**src/rtl/alu_pkg.sv**
```systemverilog
// Shared opcode/state encodings for the alu_wb execute/writeback stage.
package alu_pkg;

    typedef enum logic [2:0] {
        OP_ADD = 3'd0,
        OP_SUB = 3'd1,
        OP_AND = 3'd2,
        OP_XOR = 3'd3,
        OP_SHL = 3'd4,
        OP_SHR = 3'd5,
        OP_MUL = 3'd6,
        OP_DIV = 3'd7
    } op_t;

    typedef enum logic [2:0] {
        IDLE  = 3'd0,
        EXEC  = 3'd1,
        MITER = 3'd2,
        WR_LO = 3'd3,
        WR_HI = 3'd4
    } state_t;

    localparam int ACC_ADDR = 0;

endpackage

```
**src/rtl/iter_muldiv.sv**
```systemverilog
// Iterative 8x8 shift-add multiplier / restoring divider sharing one 16-bit
// register: {hi, lo} = {product high, product low} or {remainder, quotient}.
module iter_muldiv (
    input  logic        clk,
    input  logic        reset,
    input  logic        load,
    input  logic        step,
    input  logic        mode,
    input  logic [7:0]  a,
    input  logic [7:0]  b,
    output logic [15:0] result
);

    logic [15:0] p_q, p_d;
    logic [7:0]  b_q, b_d;
    logic [8:0]  add_sum;
    logic [16:0] sh;
    logic [8:0]  trial;

    always_comb begin
        p_d     = p_q;
        b_d     = b_q;
        add_sum = {1'b0, p_q[15:8]} + (p_q[0] ? {1'b0, b_q} : 9'd0);
        sh      = {p_q, 1'b0};
        trial   = sh[16:8] - {1'b0, b_q};
        if (load) begin
            p_d = {8'd0, a};
            b_d = b;
        end else if (step) begin
            // trial[8] set means the subtraction borrowed: restore
            if (mode) begin
                p_d = trial[8] ? sh[15:0] : {trial[7:0], sh[7:1], 1'b1};
            end else begin
                p_d = {add_sum, p_q[7:1]};
            end
        end
    end

    always_ff @(posedge clk) begin
        if (reset) begin
            p_q <= '0;
            b_q <= '0;
        end else begin
            p_q <= p_d;
            b_q <= b_d;
        end
    end

    assign result = p_q;

endmodule

```
**src/rtl/alu_wb.sv**
```systemverilog
// Execute/writeback stage driving the register file write port.
// Define ALU_DIV_EN to enable op 7 as iterative divide (otherwise a NOP).
module alu_wb
    import alu_pkg::*;
#(
    parameter int pw        = 4,
    parameter int MUL_ITERS = 8
) (
    input  logic          clk,
    input  logic          reset,
    input  logic          start,
    input  logic [2:0]    op,
    input  logic [pw:0]   dst,
    input  logic [7:0]    acc_in,
    input  logic [7:0]    opA_in,
    output logic          busy,
    output logic          done,
    output logic          wr_en,
    output logic [pw:0]   wr_addr,
    output logic [7:0]    wr_dat,
    output logic          carry,
    output logic          zero
);

`ifdef ALU_DIV_EN
    localparam bit DIV_EN = 1'b1;
`else
    localparam bit DIV_EN = 1'b0;
`endif

    localparam int CW = (MUL_ITERS > 1) ? $clog2(MUL_ITERS) : 1;
    localparam logic [CW-1:0] CNT_LAST = CW'(MUL_ITERS - 1);
    localparam logic [pw:0] R0 = (pw + 1)'(ACC_ADDR);

    state_t      state_q, state_d;
    op_t         op_q, op_d;
    logic [7:0]  acc_q, acc_d;
    logic [7:0]  opa_q, opa_d;
    logic [pw:0] dst_q, dst_d;
    logic [CW-1:0] cnt_q, cnt_d;
    logic [pw:0] wr_addr_q, wr_addr_d;
    logic [7:0]  wr_dat_q, wr_dat_d;
    logic        carry_q, carry_d;
    logic        zero_q, zero_d;
    logic        wr_en_d, done_d;
    logic        md_load, md_step, md_mode, is_div, it_carry;
    logic [8:0]  sum;
    logic [15:0] md_res;

    iter_muldiv u_md (
        .clk    (clk),
        .reset  (reset),
        .load   (md_load),
        .step   (md_step),
        .mode   (md_mode),
        .a      (acc_in),
        .b      (opA_in),
        .result (md_res)
    );

    assign is_div  = DIV_EN && (op_q == OP_DIV);
    assign md_mode = is_div;

    always_comb begin
        state_d = state_q;
        op_d    = op_q;
        acc_d   = acc_q;
        opa_d   = opa_q;
        dst_d   = dst_q;
        cnt_d   = cnt_q;
        md_load = 1'b0;
        md_step = 1'b0;
        unique case (state_q)
            IDLE: begin
                if (start) begin
                    op_d    = op_t'(op);
                    acc_d   = acc_in;
                    opa_d   = opA_in;
                    dst_d   = dst;
                    cnt_d   = '0;
                    md_load = 1'b1;
                    if (op_t'(op) == OP_MUL ||
                        (DIV_EN && op_t'(op) == OP_DIV)) begin
                        state_d = MITER;
                    end else begin
                        state_d = EXEC;
                    end
                end
            end
            EXEC:  state_d = IDLE;
            MITER: begin
                md_step = 1'b1;
                if (cnt_q == CNT_LAST) begin
                    state_d = WR_LO;
                end else begin
                    cnt_d = cnt_q + 1'b1;
                end
            end
            WR_LO: state_d = WR_HI;
            WR_HI: state_d = IDLE;
            default: state_d = IDLE;
        endcase
    end

    // Write port and flags are decoded from state; the _q copies hold the
    // last written values between writes.
    always_comb begin
        wr_en_d   = 1'b0;
        done_d    = 1'b0;
        wr_addr_d = wr_addr_q;
        wr_dat_d  = wr_dat_q;
        carry_d   = carry_q;
        zero_d    = zero_q;
        sum       = {1'b0, acc_q} + {1'b0, opa_q};
        it_carry  = is_div ? (opa_q == 8'd0) : (md_res[15:8] != 8'd0);
        unique case (state_q)
            EXEC: begin
                done_d    = 1'b1;
                wr_en_d   = 1'b1;
                wr_addr_d = dst_q;
                unique case (op_q)
                    OP_ADD: {carry_d, wr_dat_d} = sum;
                    OP_SUB: begin
                        wr_dat_d = acc_q - opa_q;
                        carry_d  = acc_q >= opa_q;
                    end
                    OP_AND: wr_dat_d = acc_q & opa_q;
                    OP_XOR: wr_dat_d = acc_q ^ opa_q;
                    OP_SHL: {carry_d, wr_dat_d} = {acc_q, 1'b0};
                    OP_SHR: {wr_dat_d, carry_d} = {1'b0, acc_q};
                    default: begin
                        wr_en_d   = 1'b0;
                        wr_addr_d = wr_addr_q;
                    end
                endcase
            end
            WR_LO: begin
                wr_en_d   = 1'b1;
                wr_addr_d = dst_q;
                wr_dat_d  = md_res[7:0];
                carry_d   = it_carry;
            end
            WR_HI: begin
                wr_en_d   = 1'b1;
                done_d    = 1'b1;
                wr_addr_d = R0;
                wr_dat_d  = md_res[15:8];
                carry_d   = it_carry;
            end
            default: ;
        endcase
        if (wr_en_d) begin
            zero_d = (wr_dat_d == 8'd0);
        end
    end

    always_ff @(posedge clk) begin
        if (reset) begin
            state_q   <= IDLE;
            op_q      <= OP_ADD;
            acc_q     <= '0;
            opa_q     <= '0;
            dst_q     <= '0;
            cnt_q     <= '0;
            wr_addr_q <= '0;
            wr_dat_q  <= '0;
            carry_q   <= 1'b0;
            zero_q    <= 1'b0;
        end else begin
            state_q   <= state_d;
            op_q      <= op_d;
            acc_q     <= acc_d;
            opa_q     <= opa_d;
            dst_q     <= dst_d;
            cnt_q     <= cnt_d;
            wr_addr_q <= wr_addr_d;
            wr_dat_q  <= wr_dat_d;
            carry_q   <= carry_d;
            zero_q    <= zero_d;
        end
    end

    assign busy    = (state_q != IDLE);
    assign done    = done_d;
    assign wr_en   = wr_en_d;
    assign wr_addr = wr_addr_d;
    assign wr_dat  = wr_dat_d;
    assign carry   = carry_d;
    assign zero    = zero_d;

endmodule
```
**config.mk**
```make
export PLATFORM = sky130hd
export DESIGN_NAME = alu_wb
export DESIGN_NICKNAME = d
export VERILOG_FILES = /design/src/rtl/alu_pkg.sv /design/src/rtl/iter_muldiv.sv /design/src/rtl/alu_wb.sv
export SDC_FILE = /design/constraint.sdc
export NUM_CORES = 1
export LEC_CHECK = 0
export ABC_AREA = 1
export CORE_MARGIN = 2
export CORE_UTILIZATION = 40
export CTS_BUF_LIST = sky130_fd_sc_hd__clkbuf_4 sky130_fd_sc_hd__clkbuf_8
export CTS_CLUSTER_DIAMETER = 60
export DETAILED_ROUTE_END_ITERATION = 16
export PLACE_DENSITY = 0.68
export REMOVE_ABC_BUFFERS = 1
export SLEW_MARGIN = 20
export SYNTH_ARGS = -nofsm -noshare
export SYNTH_HDL_FRONTEND = slang
export SYNTH_SLANG_ARGS = --single-unit
```
**constraint.sdc**
```tcl
create_clock -name clk -period 2.8 [get_ports clk]
set_clock_uncertainty 0.05 [all_clocks]
set_input_delay 0.42 -clock clk [delete_from_list [all_inputs] [get_ports clk]]
set_output_delay 0.42 -clock clk [all_outputs]
set_load 0.01 [all_outputs]
```
==> After elaboration in Yosys (flattened, before gate mapping) <==
Index checks and enable logic that the tools add are counted.
{ "op_classes": {"addsub": 4, "magnitude_cmp": 1, "n_eq_ne": 14, "mux": 23, "bitwise": 2, "reduce_logical": 14} }
{ "op_table": {"columns": ["operator", "n"], "rows": [
  ["$pmux W8 S6", 1],
  ["$mux W8", 3],
  ["$pmux W8 S3", 1],
  ["$add A8 B8 Y9", 2],
  ["$eq A3 B3 Y1 const B", 5],
  ["$pmux W5 S3", 1],
  ["$eq A3 B2 Y1 const B", 4],
  ["$mux W3", 4],
  ["$pmux W3 S3", 1],
  ["$and A8 B8 Y8", 1],
  ["$ge A8 B8 Y1", 1],
  ["$logic_not A8 Y1", 1],
  ["$reduce_bool A8 Y1", 1],
  ["$sub A8 B8 Y8", 1],
  ["$xor A8 B8 Y8", 1],
  ["$eq A3 B1 Y1 const B", 2],
  ["$logic_not A3 Y1", 2],
  ["$mux W1", 6],
  ["$ne A2 B2 Y1 const B", 3],
  ["$pmux W3 S2", 1],
  ["$reduce_or A2 Y1", 3],
  ["$reduce_or A6 Y1", 1],
  ["$mux W5", 1],
  ["$pmux W1 S2", 2],
  ["other kinds (7)", 9]
]} }
{ "totals": {"regBits": 69, "elab_cells": 71} }

==> Logic depth before layout (Yosys ltp) <==
{ "logic_depth": {"depth_word": 5, "depth_mapped": 16, "depth_no_buf": 16} }

==> Modules after synthesis <==
A second synthesis with hierarchy kept.
{ "unflattened": {"cells_unflattened": 800, "area_unflattened_um2": 5099.9} }
{ "by_module_without_submodules": {"columns": ["module", "instances", "cells_per_inst", "area_per_inst_um2", "seq_area_each_um2"], "rows": [
  ["alu_wb", 1, 483, 3104.2, 900.9],
  ["iter_muldiv", 1, 317, 1995.7, 480.5]
]} }

==> Worst setup path after synthesis <==
No wires, ideal clock.
{ "synth_path": {"path_type": "register to output", "from": "reg acc_q[0]", "to": "out zero", "arrival_time_ns": 1.885, "setup_slack_ns": 0.445, "path_stages_with_launch": 16, "n_path_buf": 0, "cell_sequence": "dfxtp_1 > inv_1 > ha_1 > inv_1 > fa_1 > nand2_1 > nand2_1 > nand3_1 > nand3_1 > nand3_1 > nand3_1 > nand2_1 > nand2_1 > nor2_1 > nand3_2 > nand2_1"} }
{ "synth_between": {"elab_chain_len": 5, "word_cells_on_any_way": 8, "cone_classes": "2 x add/sub; 3 x mux; 2 x bitwise; 1 x reduce/logical"} }
{ "synth_rtl": {"columns": ["element", "line", "text"], "rows": [
  ["from (decl)", "alu_wb.sv:37", "logic [7:0] acc_q, acc_d;"],
  ["from (signal assigned)", "alu_wb.sv:161", "acc_q <= '0;"],
  ["from (signal assigned)", "alu_wb.sv:172", "acc_q <= acc_d;"],
  ["$sub A8 B8 Y8 / $add A8 B8 Y9 (equally long branches)", "alu_wb.sv:124, alu_wb.sv:114", null],
  ["$pmux W8 S6 (*)", "alu_wb.sv:121", "unique case (op_q)"],
  ["$pmux W8 S3 (*)", "alu_wb.sv:116", "unique case (state_q)"],
  ["net wr_dat[6]", "alu_wb.sv:20", "output logic [7:0] wr_dat,"],
  ["$logic_not A8 Y1 (*)", "alu_wb.sv:153", "zero_d = (wr_dat_d == 8'd0);"],
  ["$mux W1 (*)", "alu_wb.sv:152", "if (wr_en_d) begin"],
  ["to (decl)", "alu_wb.sv:22", "output logic zero"]
]} }
The timed path passes the listed nets; every way through them passes the cells marked *.

==> Final worst setup path <==
{ "layout_path": {"from": "reg acc_q[0]", "to": "out zero"} }
{ "layout_between": {"elab_chain_len": 5, "word_cells_on_any_way": 8, "cone_classes": "2 x add/sub; 3 x mux; 2 x bitwise; 1 x reduce/logical"} }
{ "layout_rtl": {"columns": ["element", "line", "text"], "rows": [
  ["$sub A8 B8 Y8, or another cell as far along", "alu_wb.sv:124", "wr_dat_d = acc_q - opa_q;"],
  ["$pmux W8 S6 (*)", "alu_wb.sv:121", null],
  ["$pmux W8 S3 (*)", "alu_wb.sv:116", null],
  ["$logic_not A8 Y1 (*)", "alu_wb.sv:153", null],
  ["$mux W1 (*)", "alu_wb.sv:152", null]
]} }
Mark *: on every way between the ends. The rest lies on a longest branch, timed or not.

==> flow_metrics.tcl <==
set metrics [dict create \
    min_period_over_period_pct 104.1 \
    syn_inst 616 \
    worstPathRequired_ps 2330 \
    area_delta_synth_final_pct 36.76 \
    cts_tree "built" \
    die-area_sq_mm 0.01104 \
    drv_cap 0 \
    ios 45 \
    numCtsBuffers 9 \
    antenna_found_initial 0 \
    crit_top_cell "nand2_1" \
    final-hold-violation-count 0 \
    setup_violations 2 \
    vias_per_cell 5.155 \
    violations "setup timing" \
    clockBufferDepth 2 \
    grt_max_degree 33 \
    fp.dieW_microns 105.1 \
    synth-seq-cells 61 \
    grt_overflow 0 \
    drtAntennaViolNets 0 \
    maxSlewViolCount 0 \
    diodes 0 \
    crit_chain "buf_4, ha_4, fa_2, inv_1, nand2_1, nand2_1, nor2_1, nor2_1, nand2_1, nand2_1, nand3_2, nor2_2, nand2_1, nor2_2, nand3_2, nand2_1, buf_2" \
    cp_num_buf_inv 3 \
    ctsHoldBuffers 0 \
    track_usage_pct 24.05 \
    yosys_warnings 0 \
    ir_worst_vdd_mv 0.2922 \
    hold_class "flip-flop to flip-flop" \
    arrival_ps 2450 \
    cp-start-kind "flip-flop" \
    critPathTopFamily "simple AND/OR/NAND/NOR gates" \
    total_power_mw 3.296 \
    cts_sinks 61 \
    synth_cell_types 43 \
    hpwl_microns 9820 \
    htreeDepth 3 \
    rsz0062_at_grt "true" \
    endpoint_kind "primary output" \
    drt_wl_total_microns 13090 \
    rows 36 \
    max_stage_delay_ps 350 \
    wl_per_cell_microns 15.36 \
    async_flop_share_pct 0 \
    grt_pass1_wl_microns 21050 \
    grt_pass1_vias 4165 \
    drcViolationCount 0 \
    netlist_area_sq_mm 0.004088 \
    critPathSlowestCell "fa_2" \
    fin_crit_ps 2915 \
    cp_max_fo 3 \
    cts.clk_slew.worst_paths_ps 80 \
    gp_congestion 0.9386 \
    drive_gt1_share_pct 26.01 \
    leakage_nw 2.720 \
    dr.pass1.iters 5 \
    worst_slew_pin_slew_ps 553.5 \
    synth_edf_count 0 \
    clk_latency_ps 350 \
    dpl.cell_count 830 \
    syn_avg_cell_area_sq_um 6.636 \
    synth-seq-area-share_pct 29.87 \
    synth_top_flop_cell "dfxtp_1" \
    drt_iter0_markers 306 \
    status "finished, violations left" \
    portBuffers 44 \
    critPathKind "flip-flop to primary output" \
    die_h_microns 105.1 \
    final_cells 852 \
    initial_utilization_pct 41.44 \
    power_density_mw_per_mm2 589.6 \
    layout_setup_ws_ps -115.1 \
    core_sq_mm 0.009864 \
    fin_nets 771 \
    relSlewSlack_pct 63.06 \
    fmax_mhz 343.0 \
    clock-root-buffer "clkbuf_8" \
    vias 4392 \
]
-- metrics by stage --
| step | hold WS (ps) | setup TNS, ps | utilization, % | cell area, sq um | worst slack [ps] |
|---|---|---|---|---|---|
| 2_1_floorplan | 389.9 | 0 | - | 3979 | 441.6 |
| 3_3_place_gp | 403.5 | -260.9 | 51.03 | 5034 | -132.6 |
| 3_5_place_dp | 407.4 | -322.0 | 51.03 | 5034 | -168.3 |
| 4_1_cts | 419.5 | -156.8 | 55.25 | 5450 | -156.8 |
| 5_1_grt | 449.2 | -536.5 | 56.67 | 5590 | -228.6 |
| 6_report | 417.8 | -185.0 | 56.67 | 5590 | -115.1 |
-- logic make-up after synthesis --
family                   share of synthesized area (%)
AND/OR/NAND/NOR                                  29.32
AO/OA/AOI/OAI                                    17.72
buffers and inverters                            12.06
flip-flops                                       29.87
adder cells (fa/ha/maj)                          9.734
XOR/XNOR                                         1.286
-- cell usage in the layout, fill, tap and decap left out, drive strengths merged, types with 5 or more instances in the layout --
cell type      Yosys  routed
a21oi             58      58
buf               12      68
clkbuf             9      10
clkdlybuf4s50      0      34
dfxtp             61      61
ha                27      27
inv              100     102
nand2            149     149
nand3             59      59
nand4              8       8
nor2              40      40
o21ai             48      48
o22ai             14      14
xor2               5       5
-- registers in the layout (all words and copies together), names as in the netlist, 3 cells and up --
name	cells
wr_dat_q	8
opa_q	8
acc_q	8
op_q	3
state_q	3
dst_q	5
wr_addr_q	5
u_md.result	16
cnt_q	3
-- final cells by class --
type / instances / area [sq um]
Fill cell: 919 / 4274
Multi-Input combinational cell: 433 / 2636
Sequential cell: 61 / 1231
Timing Repair Buffer: 108 / 928.4
Inverter: 101 / 384.1
Tap cell: 133 / 166.4
Clock buffer: 9 / 123.9
Clock inverter: 7 / 120.1
-- what timing repair did --
action,4_1_cts,5_1_grt
cloned,0,0
buffers inserted,2,5
endpoints found under the hold margin,0,0
endpoints found under the setup margin,9,10
pin swaps,11,19
resized for setup,63,44
-- routing by layer --
layer	up-vias	share of wire [%]	GRT usage, %
li1	2199	-	-
met1	2034	46	31.80
met2	140	47	39.94
met3	19	5.8	4.679
met4	0	1.9	6.476
met5	-	0	0
-- power by group --
part           leakage [nW]  total (mW)  internal (mW)  switching, mW
Clock                 0.120       0.998          0.596          0.402
Combinational          2.10        1.28          0.544          0.740
Sequential            0.501        1.01          0.949         0.0657
Total                  2.72        3.30           2.09           1.21
-- worst reg2reg max path, cell delays in order (launching register included) --
cell     delay [ps]
dfxtp_1         490
nand2_1         100
inv_1            80
ha_1            180
inv_1            60
fa_1            410
o21ai_0         320
nand2_1         110
nand2_1          70
a21oi_1          80
xor2_1          150
o21ai_0         170
inv_1            50
-- path summary, 6_finish.rpt --
| kind | slack, ps | end | cells past startpoint | from |
|---|---|---|---|---|
| max | -120 | zero | 17 | acc_q[0] |
| max reg2reg | 380 | u_md.result[13] | 12 | u_md.result[0] |
| min | 420 | dst_q[4] | 2 | dst_q[4] |
| min reg2reg | 420 | dst_q[4] | 2 | dst_q[4] |
-- cells in the mapped netlist (8+ instances only) --
cell type | count | area (sq um)
nand3_1 | 53 | 265.3
ha_1 | 27 | 337.8
nand4_1 | 8 | 50.05
clkbuf_1 | 8 | 30.03
dfxtp_1 | 61 | 1221
o22ai_1 | 14 | 87.58
a21oi_1 | 55 | 275.3
nand2_1 | 143 | 536.8
inv_1 | 92 | 345.3
o21ai_0 | 45 | 225.2
buf_2 | 8 | 40.04
nor2_1 | 37 | 138.9
No activity file was read; power rests on OpenSTA's default activity.
